[src/rtl/alu_and_cmp_unit_if.sv]
// Operation request / result bus for alu_and_cmp_unit.
// Latency: n/a (wires only); the slave registers results one cycle after in_valid.
// Backpressure: none; the slave accepts a request on every clock.
// Ports: master drives in_valid/op/a/b and observes out_valid/c/zero/sign;
//        slave observes the request and drives the result.
interface alu_and_cmp_unit_if #(
  parameter int WIDTH = 20
);
  logic             in_valid;
  logic [1:0]       op;
  logic [WIDTH-1:0] a;
  logic [WIDTH-1:0] b;
  logic             out_valid;
  logic [WIDTH-1:0] c;
  logic             zero;
  logic             sign;

  modport master (
    output in_valid, op, a, b,
    input  out_valid, c, zero, sign
  );

  modport slave (
    input  in_valid, op, a, b,
    output out_valid, c, zero, sign
  );
endinterface

[src/rtl/alu_and_cmp_unit.sv]
// Registered ALU slice: AND, equality and unsigned >= compare with zero/sign flags.
// Latency: 1 cycle from an accepted request (in_valid at edge N) to out_valid after edge N.
// Backpressure: none; one request accepted per clock, results never stall.
// Ports: clk (rising edge), rst (async, active-high), bus (slave modport):
//        in_valid/op/a/b request, out_valid/c/zero/sign registered result.
module alu_and_cmp_unit #(
  parameter int WIDTH = 20
) (
  input  logic                  clk,
  input  logic                  rst,
  alu_and_cmp_unit_if.slave     bus
);

  localparam logic [1:0] OP_AND = 2'b00;
  localparam logic [1:0] OP_EQ  = 2'b01;
  localparam logic [1:0] OP_GET = 2'b10;

  logic             r_out_valid;
  logic [WIDTH-1:0] r_c;
  logic             r_zero;
  logic             r_sign;

  logic [WIDTH-1:0] w_and;
  logic             w_eq;
  logic             w_gt;
  logic [WIDTH-1:0] w_c;
  logic             w_zero;
  logic             w_sign;

  assign w_and = bus.a & bus.b;
  assign w_eq  = (bus.a == bus.b);
  // Operands are unsigned; the MSB carries magnitude, not sign.
  assign w_gt  = (bus.a > bus.b);

  always_comb begin
    w_c    = '0;
    w_zero = 1'b0;
    w_sign = 1'b0;
    case (bus.op)
      OP_AND: begin
        w_c    = w_and;
        w_zero = (w_and == '0);
        w_sign = w_and[WIDTH-1];
      end
      OP_EQ: begin
        w_zero = w_eq;
      end
      OP_GET: begin
        // zero/sign encode the three-way result; both low means a < b.
        w_zero = w_eq;
        w_sign = w_gt;
      end
      default: begin
        // NOP clears the flags but still produces a result pulse.
      end
    endcase
  end

  // Result fields only move on an accepted request so they hold between pulses.
  always_ff @(posedge clk or posedge rst) begin
    if (rst) begin
      r_out_valid <= 1'b0;
      r_c         <= '0;
      r_zero      <= 1'b0;
      r_sign      <= 1'b0;
    end else begin
      r_out_valid <= bus.in_valid;
      if (bus.in_valid) begin
        r_c    <= w_c;
        r_zero <= w_zero;
        r_sign <= w_sign;
      end
    end
  end

  assign bus.out_valid = r_out_valid;
  assign bus.c         = r_c;
  assign bus.zero      = r_zero;
  assign bus.sign      = r_sign;

endmodule

[src/flat_wrapper.sv]
// flat-port wrapper written by rule: the top's interface ports become plain ports
module alu_and_cmp_unit_flat 
#(
  parameter int WIDTH = 20
)
  (clk, rst, bus_in_valid, bus_op, bus_a, bus_b, bus_out_valid, bus_c, bus_zero, bus_sign);
  alu_and_cmp_unit_if #(.WIDTH(WIDTH)) bus_i ();
  input  logic clk;
  input  logic rst;
  input wire logic [$bits(bus_i.in_valid)-1:0] bus_in_valid;
  input wire logic [$bits(bus_i.op)-1:0] bus_op;
  input wire logic [$bits(bus_i.a)-1:0] bus_a;
  input wire logic [$bits(bus_i.b)-1:0] bus_b;
  output wire logic [$bits(bus_i.out_valid)-1:0] bus_out_valid;
  output wire logic [$bits(bus_i.c)-1:0] bus_c;
  output wire logic [$bits(bus_i.zero)-1:0] bus_zero;
  output wire logic [$bits(bus_i.sign)-1:0] bus_sign;
  assign bus_i.in_valid = bus_in_valid;
  assign bus_i.op = bus_op;
  assign bus_i.a = bus_a;
  assign bus_i.b = bus_b;
  assign bus_out_valid = bus_i.out_valid;
  assign bus_c = bus_i.c;
  assign bus_zero = bus_i.zero;
  assign bus_sign = bus_i.sign;
  alu_and_cmp_unit #(.WIDTH(WIDTH)) u_core (.clk(clk), .rst(rst), .bus(bus_i));
endmodule
[config.mk]
export PLATFORM = sky130hd
export DESIGN_NAME = alu_and_cmp_unit_flat
export DESIGN_NICKNAME = d
export VERILOG_FILES = /design/src/rtl/alu_and_cmp_unit_if.sv /design/src/rtl/alu_and_cmp_unit.sv /design/src/flat_wrapper.sv
export SDC_FILE = /design/constraint.sdc
export NUM_CORES = 1
export LEC_CHECK = 0
export BUFFER_PORTS_ARGS = -buffer_cell sky130_fd_sc_hd__buf_2
export CAP_MARGIN = 20
export CORE_MARGIN = 2
export CORE_UTILIZATION = 45
export DETAILED_ROUTE_END_ITERATION = 10
export PLACE_DENSITY = 0.86
export SYNTH_ARGS = -nofsm -noshare
export SYNTH_HDL_FRONTEND = slang
export SYNTH_SLANG_ARGS = --single-unit
[constraint.sdc]
create_clock -name clk -period 0.8 [get_ports clk]
set_clock_uncertainty 0.1 [all_clocks]
set_input_delay 0.08 -clock clk [delete_from_list [all_inputs] [get_ports clk]]
set_output_delay 0.08 -clock clk [all_outputs]
set_load 0.05 [all_outputs]
# Word-level counts from Yosys, hierarchy flattened
# Index checks and enable logic that the tools add are counted.
classes:
  n_lt_le_gt_ge: 1
  n_eq_ne: 3
  mux: 3
  bitwise: 1
  n_reduce_logical: 3
ops:
  columns: ["cell", "n"]
  rows:
  - ["$and 20x20->20", 1]
  - ["$eq 20x20->1", 1]
  - ["$gt 20x20->1", 1]
  - ["$logic_not 20->1", 1]
  - ["$mux 20", 1]
  - ["$pmux 1 s2", 2]
  - ["$eq 2x1->1 const B", 1]
  - ["$eq 2x2->1 const B", 1]
  - ["$logic_not 2->1", 1]
  - ["$reduce_or 2->1", 1]
totals:
  register_bits: 23
  input_bits: 45
  output_inout_bits: 23
  word_cells: 15

# Logic depth before layout (Yosys ltp)
# Gate-level depths: netlist of the first run.
depth:
  word_depth: 3
  ltp_mapped: 7
  ltp_nobuf: 7

# Worst setup path after synthesis of the first run
# OpenSTA, ideal clock, no wires.
synth_timing:
  kind: "input to register"
  start: "input port bus_b[15]"
  end: "register u_core.r_sign, in the netlist u_core.bus.sign"
  setup_ns: 0.136
  arrival_ns: 1.327
  required_time_ns: 0.564
  path_slack_ns: -0.763
  stages: 6
  n_path_buf: 0
  path_cell_list: "inv_1 ha_1 nand4_2 or4_4 o211ai_2 o221ai_2"
synth_between:
  elab_chain_len: 2
synth_rtl:
  columns: ["item", "line_no", "rtl"]
  rows:
  - ["start, declared", "flat_wrapper.sv:13", "input wire logic [$bits(bus_i.b)-1:0] bus_b;"]
  - ["$gt 20x20->1", "alu_and_cmp_unit.sv:33", "assign w_gt = (bus.a > bus.b);"]
  - ["$pmux 1 s2", "alu_and_cmp_unit.sv:39", "case (bus.op)"]
  - ["end signal, assigned", "alu_and_cmp_unit.sv:71", "r_sign <= w_sign;"]
  - ["end, declared", "alu_and_cmp_unit.sv:21", "logic r_sign;"]
# No other way between the ends.
# A chain may end at the register's enable or synchronous reset.

# Final worst setup path of the first run
layout_timing:
  start: "input port bus_b[5]"
  end: "register u_core.r_sign, in the netlist u_core.bus.sign"
# The elaborated chain is that of the path after synthesis.

==> out/summary.md, run 1 <==
### Run status
• finished, violations left — status
• negative setup slack — failing checks

### Timing
• 647 MHz — Achievable Freq
• 0 — fin. max-slew vios
• 0.334 ns — actual transition at the worst max-transition pin
• 1.93 — Final Cycle Share
• 0.775 — Slew HR
• -0.747 ns — final setup slack of the worst path
• 1.55 ns — clock period minus worst slack
• 37 — count of final setup violators
• 0 — final hold violation count
• true — setup repair after global routing missed its margin

### Run
• 0 — number of maximum-capacitance constraint violations

### Logic synthesis
• dfrtp_1 — post-synth top area cell
• 31 — number of distinct library cells after synthesis
• 0.00180 mm² — mapped cell area
• dfrtp_1, ha_1, inv_1 — main area contributors after synthesis
• 287 — number of nets in the synthesized netlist
• 1.00 — share of flip-flops with an asynchronous set or reset after synthesis
• 0 — number of flops mapped to enable cells by yosys
• 9.04 µm² — Avg Inst Size Synth
• 0.320 — area share of the largest cell type after synthesis
• 0.320 — part of the Yosys area used for sequential elements
• 0 — number of warnings reported in the yosys synthesis log
• 199 — cell count after synthesis
• dfrtp_1 — most used flip-flop cell after synthesis
• 23 — post-synthesis sequential element count

### Clocking
• 0.08 ns — CTS clk-pin slew, worst paths
• 23 — sinks on the clock net
• 0.27 ns — Clock Latency Late Sink
• clkbuf_8 — cell at the root of the clock tree
• 2 — maximum clock insertion buffer count
• yes — clock tree from TritonCTS
• 1 — H-tree depth
• 3 — CTS Buf Count

### Power
• 1.60 nW — leakage power of the design
• 0.666 mV — VDD IR max
• 1050 mW/mm² — Power Density

### Critical path
• 3 — number of cells on the worst reg-to-reg path
• 0.88 ns — Crit path required time
• 0.63 ns — Largest stage delay, worst path
• -0.19 ns — Register-to-Register Setup Slack
• 1.63 ns — Arr. time, crit path
• 2 — CP Buf/Inv Count
• u_core.bus.sign — Reg-to-Reg Start
• input pin — startpoint type of the worst setup path
• simple AND/OR/NAND/NOR gates — gate family responsible for the most delay along the worst path
• u_core.bus.sign — worst reg2reg endpoint
• or4_4 — cell with the largest stage delay on the worst path
• 3 — highest net fanout along the worst path
• flop — capturing element type of the critical path
• input pin to flop — worst setup path class
• buf_8 > inv_4 > ha_4 > nand4_1 > or4_4 > a21oi_4 > nor4bb_4 > o221ai_2 — list of cells traversed by the critical path

### Placement
• 0.842 — routability-driven placement congestion ratio
• 67 — number of port buffers
• 4.08 mm — Post-DP HPWL
• -0.948 ns — post-placement setup slack
• 351 — Placed Instances

### Detailed routing
• 0 — post-route antenna net violation count
• 8.30 mm — post-detailed-routing wire length
• 22.4 µm — Routed WL per cell
• 233 — number of DRC violations after detailed-routing iteration 0
• 6 — router iterations before antenna repair
• 2166 — total vias in the final route
• 5.84 — drt via density
• 0 — post-detailed-route DRC marker count

### Die
• 0.480 — starting utilization of the core area
• 0.00452 mm² — die area
• 22 — row cnt
• 67.2 µm — Die Ht
• 0.00374 mm² — Std-Cell Core Area
• 68 — I/O pin cnt
• 67.2 µm — Die Span X

### Finish
• buf_6 — leading cell type in the layout, fill and taps excluded
• 371 — Layout Cells excl Fill
• 0.700 — fraction of final layout cells with drive strength greater than 1
• 91.9% — post-synthesis to final-layout area growth
• buf_6, buf_4, nand2_1, buf_2, dfrtp_2 — highest-count cells in the layout ignoring fill and taps
• 127 — Filler Cells Inserted
• 412 — post-layout net count
• 0 — number of diodes added for antenna fixing

### Global routing
• 0 — sum of overflow across all layers after global routing
• 9.64 mm — global-route wire length before repair
• 0.283 — GRT Overall Usage
• 0 — number of antenna violations at the first check in global routing
• 24 — pin count of the biggest net entering global routing
• 2108 — vias in the first global route

### Hold path
• 2 — hold depth
• u_core.bus.out_valid — worst min-delay path endpoint
• input pin to flop — Min-Delay Path Class
• bus_in_valid — worst min-delay path startpoint

[layer usage]
layer | wire [µm] | share of wire | track usage | vias to the layer above
met4 | 618 | 0.074 | 0.145 | 0
met1 | 2840 | 0.34 | 0.338 | 1014
li1 | - | - | - | 900
met3 | 617 | 0.074 | 0.0133 | 61
met2 | 4230 | 0.51 | 0.512 | 191
met5 | 0 | 0 | 0 | -
[flip-flops by register name, indices dropped and copies added, names as in the netlist]
name and flops:
u_core.bus.c 20, u_core.bus.out_valid 1, u_core.bus.sign 1, u_core.bus.zero 1
[how the worst max path moves through the flow]
stage,startpoint,endpoint,slack (ns),cells after the start
after global routing,bus_b[11],u_core.bus.sign,-0.79,9
after detailed placement,bus_b[17],u_core.bus.sign,-0.95,8
after global placement,bus_b[11],u_core.bus.sign,-0.88,7
after CTS,bus_b[7],u_core.bus.sign,-0.58,7
final,bus_b[5],u_core.bus.sign,-0.75,8
after floorplan,bus_b[11],u_core.bus.sign,-0.69,6
[synth_stat cells (2+ instances only)]
cell / instances
inv_1: 45
ha_1: 43
nand2_1: 24
dfrtp_1: 23
o21ai_0: 22
a21oi_1: 9
clkbuf_1: 4
nand4_1: 3
nand4_2: 2
nor2_1: 2
nor4_1: 2
[layout make-up]
cell class | instances | area (µm²) | area share
inverters | 45 | 196 | 0.0569
flip-flops and latches | 23 | 601 | 0.174
well taps | 48 | 60.1 | 0.0174
clock buffers | 4 | 45.0 | 0.0131
repair buffers | 123 | 1110 | 0.322
multi-input cells | 128 | 1440 | 0.417
[logic make-up (layout without fill, tap and decap cells)]
family | after synthesis | count (layout) | synth area share
AND/OR/NAND/NOR | 44 | 45 | 0.143
AO/OA/AOI/OAI | 40 | 40 | 0.135
flip-flops | 23 | 23 | 0.320
adder cells (fa/ha/maj) | 43 | 43 | 0.299
buffers and inverters | 49 | 172 | 0.102
[power by group]
group,leakage [nW],switching [mW],internal [mW]
registers,0.282,0.0393,1.21
logic,1.29,0.816,0.790
clock network,0.0228,0.403,0.357
total,1.60,1.26,2.36
[repair_timing]
item | CTS | global route
buffers inserted | 9 | 8
setup endpoints to repair | 25 | 43
hold buffers | 1 | 0
gates resized for setup | 98 | 57
gates cloned | 0 | 1
endpoints found under the hold margin | 23 | 0
pin swaps | 20 | 27
[through the flow]
step	power [mW]	area (µm²)	hold WS, ns	utilization	setup TNS (ns)
3_3_place_gp	2.32	2720	0.00550	0.727	-5.26
2_1_floorplan	1.87	2040	-0.0195	-	-2.41
5_1_grt	3.72	3450	0.0847	0.922	-7.87
3_5_place_dp	2.37	2720	0.0109	0.727	-5.77
4_1_cts	3.26	3200	0.0521	0.855	-5.98
6_report	3.62	3450	0.0896	0.922	-7.28
Note: power is estimated with default switching activity, not from simulation.
==> run 2, diff against run 1 <==
--- a/config.mk
+++ b/config.mk
@@ -11,6 +11,7 @@
 export CORE_UTILIZATION = 45
 export DETAILED_ROUTE_END_ITERATION = 10
 export PLACE_DENSITY = 0.86
+export SETUP_SLACK_MARGIN = 0.15
 export SYNTH_ARGS = -nofsm -noshare
 export SYNTH_HDL_FRONTEND = slang
 export SYNTH_SLANG_ARGS = --single-unit
==> run 2 against run 1 <==
Compared with the run above: the run still ends with negative setup slack left; register-to-register slack improved by 0.05 ns; total power increased by 4.5%; maximum frequency shrank 3.2%; combinational power rose by 9%; critical path depth stayed put; cell count is 3.0% higher; global-route usage rose by 3.1 points; wire length increased by 23%; via count up 13%; highest routed layer unchanged.
==> out/summary.md, run 2 (synthesis gave the netlist of run 1 again) <==
### Timing
• -8.43 ns — Sum Neg Setup Slack, was -7.28 ns
• 0.448 ns — actual transition at the worst max-transition pin, was 0.334 ns
• 2.00 — Final Cycle Share, was 1.93
• 626 MHz — Achievable Freq, was 647 MHz
• true — setup repair after global routing missed its margin, unchanged
• 0 — fin. max-slew vios, unchanged
• 1.60 ns — clock period minus worst slack, was 1.55 ns
• 0.114 ns — final hold slack, was 0.0896 ns
• -0.798 ns — final setup slack of the worst path, was -0.747 ns
• 0 — final hold violation count, unchanged
• 0.699 — Slew HR, was 0.775
• 43 — count of final setup violators, was 37

### Power
• 1.68 nW — leakage power of the design, was 1.60 nW
• 0.665 mV — VDD IR max, was 0.666 mV
• 1050 mW/mm² — Power Density, about the same

### Finish
• 0.966 — Finished Core Util, was 0.922
• 20 — number of flip-flops in the largest register, unchanged
• 0.769 — fraction of final layout cells with drive strength greater than 1, was 0.700
• 0.00362 mm² — post-route cell area, was 0.00345 mm²
• buf_6, buf_4, nand2_1, inv_2, dfrtp_2 — highest-count cells in the layout ignoring fill and taps, was buf_6, buf_4, nand2_1, buf_2, dfrtp_2
• 101% — post-synthesis to final-layout area growth, was 91.9%
• 422 — post-layout net count, was 412
• buf_6 — leading cell type in the layout, fill and taps excluded, unchanged

### Global routing
• 24 — pin count of the biggest net entering global routing, unchanged
• 0 — number of antenna violations at the first check in global routing, unchanged
• 2096 — vias in the first global route, was 2108
• 0.314 — GRT Overall Usage, was 0.283
• 10.3 mm — global-route wire length before repair, was 9.64 mm
• 0 — sum of overflow across all layers after global routing, unchanged

### Placement
• 67 — number of port buffers, unchanged
• -0.961 ns — post-placement setup slack, was -0.948 ns
• 0.881 — routability-driven placement congestion ratio, was 0.842
• 4.14 mm — Post-DP HPWL, was 4.08 mm
• 0.00273 mm² — Placed Instance Area, was 0.00272 mm²

### Detailed routing
• 2441 — total vias in the final route, was 2166
• 246 — number of DRC violations after detailed-routing iteration 0, was 233
• 3.32 mm — met1 routed wirelength after detailed routing, was 2.84 mm
• 5 — router iterations before antenna repair, was 6
• 6.39 — drt via density, was 5.84
• 26.7 µm — Routed WL per cell, was 22.4 µm
• 10.2 mm — post-detailed-routing wire length, was 8.30 mm
• 0 — post-route antenna net violation count, unchanged
• met4 — Top Layer Used, unchanged
• 1.01 mm — metal3 WL, was 617 µm
• 4.83 mm — met2 routed wirelength, was 4.23 mm
• 0 — post-detailed-route DRC marker count, unchanged

### Die
• 22 — row cnt, unchanged
• 0.480 — starting utilization of the core area, unchanged
• 0.00374 mm² — Std-Cell Core Area, unchanged
• 0.00452 mm² — die area, unchanged
• 67.2 µm — Die Span X, unchanged
• 67.2 µm — Die Ht, unchanged
• 68 — I/O pin cnt, unchanged

### Critical path
• input pin to flop — worst setup path class, unchanged
• u_core.bus.c[7] — worst reg2reg endpoint, was u_core.bus.sign
• u_core.bus.c[7] — Reg-to-Reg Start, was u_core.bus.sign
• -0.14 ns — Register-to-Register Setup Slack, was -0.19 ns
• 2 — highest net fanout along the worst path, was 3
• 3 — number of cells on the worst reg-to-reg path, unchanged
• input pin — startpoint type of the worst setup path, unchanged
• flop — capturing element type of the critical path, unchanged
• 1.69 ns — Arr. time, crit path, was 1.63 ns
• 0.89 ns — Crit path required time, was 0.88 ns

### Clocking
• 23 — sinks on the clock net, unchanged
• 0.27 ns — Clock Latency Late Sink, about the same
• 3 — CTS Buf Count, unchanged
• 2 — maximum clock insertion buffer count, unchanged
• 1 — H-tree depth, unchanged
• yes — clock tree from TritonCTS, unchanged
• 0.08 ns — CTS clk-pin slew, worst paths, about the same
• clkbuf_8 — cell at the root of the clock tree, unchanged

### Hold path
• u_core.bus.out_valid — worst min-delay path endpoint, unchanged
• bus_in_valid — worst min-delay path startpoint, unchanged
• input pin to flop — Min-Delay Path Class, unchanged
• 2 — hold depth, unchanged

### Run status
• finished, violations left — status, unchanged
• negative setup slack — failing checks, unchanged

### Run
• 0 — number of maximum-capacitance constraint violations, unchanged

-- run 2: cell type report --
| class | instances | area (µm²) |
|---|---|---|
| fill | 68 | 128 |
| multi-input combinational | 128 | 1450 |
| tap | 48 | 60.1 |
| antenna | 1 | 2.50 |
| timing repair buffer | 133 | 1240 |
| clock buffer | 4 | 45.0 |
| inverter | 45 | 216 |
| sequential | 23 | 603 |
-- run 2: timing repair --
action | in CTS | in global routing
buffers inserted | 5 | 17
setup endpoints to repair | 45 | 68
gates resized for setup | 100 | 89
cloned | 1 | 2
hold buffers | 1 | 0
pin swaps | 10 | 23
endpoints found under the hold margin | 23 | 0
-- run 2: worst max path at each step --
stage	from	to
floorplan	bus_b[11]	u_core.bus.sign
CTS	bus_b[16]	u_core.bus.sign
finish	bus_b[14]	u_core.bus.zero
global route	bus_b[19]	u_core.bus.sign
detailed placement	bus_b[19]	u_core.bus.zero
global placement	bus_b[11]	u_core.bus.sign
-- run 2: layer usage --
layer | vias up | track usage
met5 | - | 0
met4 | 0 | 0.214
met3 | 110 | 0.0483
met2 | 289 | 0.566
met1 | 1118 | 0.336
li1 | 924 | -
-- run 2: power breakdown --
group | total, mW | internal, mW | switching [mW]
Combinational | 1.75 | 0.839 | 0.911
Sequential | 1.26 | 1.21 | 0.0499
Clock | 0.767 | 0.357 | 0.410
-- run 2: worst max-delay path, cell delays in order --
cell and delay, ns:
buf_4 0.13, buf_4 0.13, ha_2 0.19, nor4_2 0.46, nand2_2 0.14, nor4_4 0.23
a22oi_1 0.15, o22ai_2 0.15
-- run 2: stage by stage --
stage,std cells,power (mW)
floorplan,199,1.87
global placement,351,2.32
detailed placement,351,2.39
CTS,362,3.23
global route,381,3.84
finish,382,3.78
==> run 3, diff against run 2 <==
--- a/config.mk
+++ b/config.mk
@@ -8,9 +8,9 @@
 export BUFFER_PORTS_ARGS = -buffer_cell sky130_fd_sc_hd__buf_2
 export CAP_MARGIN = 20
 export CORE_MARGIN = 2
-export CORE_UTILIZATION = 45
+export CORE_UTILIZATION = 49
 export DETAILED_ROUTE_END_ITERATION = 10
-export PLACE_DENSITY = 0.86
+export PLACE_DENSITY = 0.89
 export SETUP_SLACK_MARGIN = 0.15
 export SYNTH_ARGS = -nofsm -noshare
 export SYNTH_HDL_FRONTEND = slang
==> constraint.sdc (replaced) <==
create_clock -name clk -period 1.8 [get_ports clk]
set_clock_uncertainty 0.1 [all_clocks]
set_input_delay 0.18 -clock clk [delete_from_list [all_inputs] [get_ports clk]]
set_output_delay 0.18 -clock clk [all_outputs]
set_load 0.05 [all_outputs]
==> run 3 against run 2 <==
Compared with the run above: the flow now finishes without violations; largest power group is now registers; total power shrank 68%; combinational power down 80%; largest cell class unchanged; clock power shrank 60%; non-clock buffer count down 62; cell count fell by 17%.
==> out/summary.md, run 3 (synthesis gave the netlist of run 1 again) <==
### Placement
• 0.820 — routability-driven placement congestion ratio, was 0.881
• 67 — number of port buffers, unchanged
• 3.39 mm — Post-DP HPWL, was 4.14 mm
• 0.00220 mm² — Placed Instance Area, was 0.00273 mm²

### Finish
• 20 — number of flip-flops in the largest register, unchanged
• 0.304 — fraction of final layout cells with drive strength greater than 1, was 0.769
• 313 — Filler Cells Inserted, was 68
• 0 — number of diodes added for antenna fixing, was 1
• 0.00226 mm² — post-route cell area, was 0.00362 mm²
• buf_2, inv_1, ha_1, nand2_1, dfrtp_1 — highest-count cells in the layout ignoring fill and taps, was buf_6, buf_4, nand2_1, inv_2, dfrtp_2
• buf_2 — leading cell type in the layout, fill and taps excluded, was buf_6
• 25.5% — post-synthesis to final-layout area growth, was 101%
• 359 — post-layout net count, was 422

### Detailed routing
• 0 — post-route antenna net violation count, unchanged
• 12.5 µm — Routed WL per cell, was 26.7 µm
• 0 — post-detailed-route DRC marker count, unchanged
• 4 — router iterations before antenna repair, was 5
• 1598 — total vias in the final route, was 2441
• 5.03 — drt via density, was 6.39
• 59 — number of DRC violations after detailed-routing iteration 0, was 246
• 3.98 mm — post-detailed-routing wire length, was 10.2 mm

### Critical path
• u_core.bus.c[19] — worst reg2reg endpoint, was u_core.bus.c[7]
• input pin — startpoint type of the worst setup path, unchanged
• 3 — highest net fanout along the worst path, was 2
• u_core.bus.sign — capture point of the critical path, was u_core.bus.zero
• buf_2 > inv_1 > ha_1 > nand4_2 > or4_4 > o211ai_2 > o221ai_2 — list of cells traversed by the critical path, was buf_4 > buf_4 > ha_2 > nor4_2 > nand2_2 > nor4_4 > a22oi_1 > o22ai_2
• flop — capturing element type of the critical path, unchanged
• 2 — number of cells on the worst reg-to-reg path, was 3
• 0.55 ns — Largest stage delay, worst path, was 0.46 ns
• 1.83 ns — Crit path required time, was 0.89 ns
• bus_b[10] — worst setup path startpoint, was bus_b[14]
• 0.96 ns — Register-to-Register Setup Slack, was -0.14 ns
• simple AND/OR/NAND/NOR gates — gate family responsible for the most delay along the worst path, unchanged
• 7 — Stages on worst setup path, was 8
• 1.58 ns — Arr. time, crit path, was 1.69 ns
• or4_4 — cell with the largest stage delay on the worst path, was nor4_2
• 2 — CP Buf/Inv Count, unchanged
• u_core.bus.c[19] — Reg-to-Reg Start, was u_core.bus.c[7]
• input pin to flop — worst setup path class, unchanged

### Clocking
• 0.25 ns — Clock Latency Late Sink, was 0.27 ns
• yes — clock tree from TritonCTS, unchanged
• clkbuf_8 — cell at the root of the clock tree, unchanged
• 2 — maximum clock insertion buffer count, unchanged
• 23 — sinks on the clock net, unchanged
• 1 — H-tree depth, unchanged
• 0.08 ns — CTS clk-pin slew, worst paths, about the same
• 0 — # Post-CTS Setup Buffers, was 5
• 3 — CTS Buf Count, unchanged

### Die
• 22 — row cnt, unchanged
• 0.00361 mm² — Std-Cell Core Area, was 0.00374 mm²
• 0.499 — starting utilization of the core area, was 0.480
• 0.00417 mm² — die area, was 0.00452 mm²
• 64.6 µm — Die Span X, was 67.2 µm
• 68 — I/O pin cnt, unchanged
• 64.6 µm — Die Ht, was 67.2 µm

### Global routing
• 1535 — vias in the first global route, was 2096
• 0 — number of antenna violations at the first check in global routing, unchanged
• 6.49 mm — global-route wire length before repair, was 10.3 mm
• met2 — GRT busiest layer, unchanged
• 0.196 — GRT Overall Usage, was 0.314
• 0.254 — routing usage on met1, was 0.336
• 0.332 — global-route met2 utilization, was 0.566
• 26 — pin count of the biggest net entering global routing, was 24
• 0 — sum of overflow across all layers after global routing, unchanged
• 0.0104 — met3 track demand over resource, was 0.0483

### Power
• 1.26 nW — leakage power of the design, was 1.68 nW
• 535 mW/mm² — Power Density, was 1050 mW/mm²
• 0.253 mV — VDD IR max, was 0.665 mV
• 1.21 mW — total power draw, was 3.78 mW

### Timing
• 0 — final hold violation count, unchanged
• 0.547 — Slew HR, was 0.699
• false — setup repair after global routing missed its margin, was true
• 1.54 ns — clock period minus worst slack
• 0.680 ns — actual transition at the worst max-transition pin, was 0.448 ns
• 0 — count of final setup violators, was 43
• 0.858 — Final Cycle Share
• 648 MHz — Achievable Freq
• 0 — fin. max-slew vios, unchanged

### Run
• 0 — number of maximum-capacitance constraint violations, unchanged

### Run status
• completed — status, was finished, violations left

### Hold path
• input pin to flop — Min-Delay Path Class, unchanged

==> run 3: cell count changes in the layout (fill, tap and decap cells not counted), sizes merged <==
cell,before,now
and2,2,1
buf,131,70
clkbuf,5,4
diode,1,0
==> run 3: report_power, final <==
part | switching [mW] | internal (mW)
Clock | 0.147 | 0.157
Combinational | 0.225 | 0.132
Sequential | 0.00942 | 0.536
Total | 0.381 | 0.825
==> run 3: stage by stage <==
stage | hold slack (ns) | setup WS, ns | utilization | cells | setup TNS (ns)
after CTS | 0.214 | 0.254 | 0.626 | 318 | 0
after detailed placement | 0.122 | -0.0185 | 0.610 | 313 | -0.0338
final | 0.219 | 0.256 | 0.626 | 318 | 0
after floorplan | 0.0819 | 0.166 | - | 199 | 0
after global routing | 0.222 | 0.188 | 0.626 | 318 | 0
after global placement | 0.122 | -0.00253 | 0.610 | 313 | -0.00253
==> run 3: worst reg2reg max path, delay by kind of cell (launching register included) <==
family,cells,cell delay (ns)
DFF,1,0.37
AOI/OAI and AO/OA,1,0.22
buffers and inverters,1,0.04
==> run 3: timing repair <==
action,in CTS,in global routing
gates resized for setup,0,0
hold buffers,1,0
endpoints found under the hold margin,23,0
setup endpoints to repair,0,0
==> run 3: worst min-delay path by stage <==
stage	from	endpoint	slack (ns)	cells after the start
global placement	rst	u_core.bus.c[2]	0.12	3
CTS	bus_in_valid	u_core.bus.out_valid	0.21	2
finish	bus_a[17]	u_core.bus.c[17]	0.22	4
global route	bus_in_valid	u_core.bus.out_valid	0.22	2
floorplan	rst	u_core.bus.c[0]	0.08	1
detailed placement	rst	u_core.bus.c[6]	0.12	3
==> run 3: area by class of cell <==
type	count	area (µm²)	share of cell area
repair buffers	71	368	0.163
inverters	45	169	0.0749
well taps	48	60.1	0.0266
multi-input cells	127	1040	0.460
clock buffers	4	45.0	0.0200
flip-flops and latches	23	576	0.255
==> run 3: routing by layer <==
metal  routed length (µm)  vias up
met5                    0        -
met4                  133        0
met3                  191       14
met2                 2000       62
met1                 1660      732
li1                     -      790
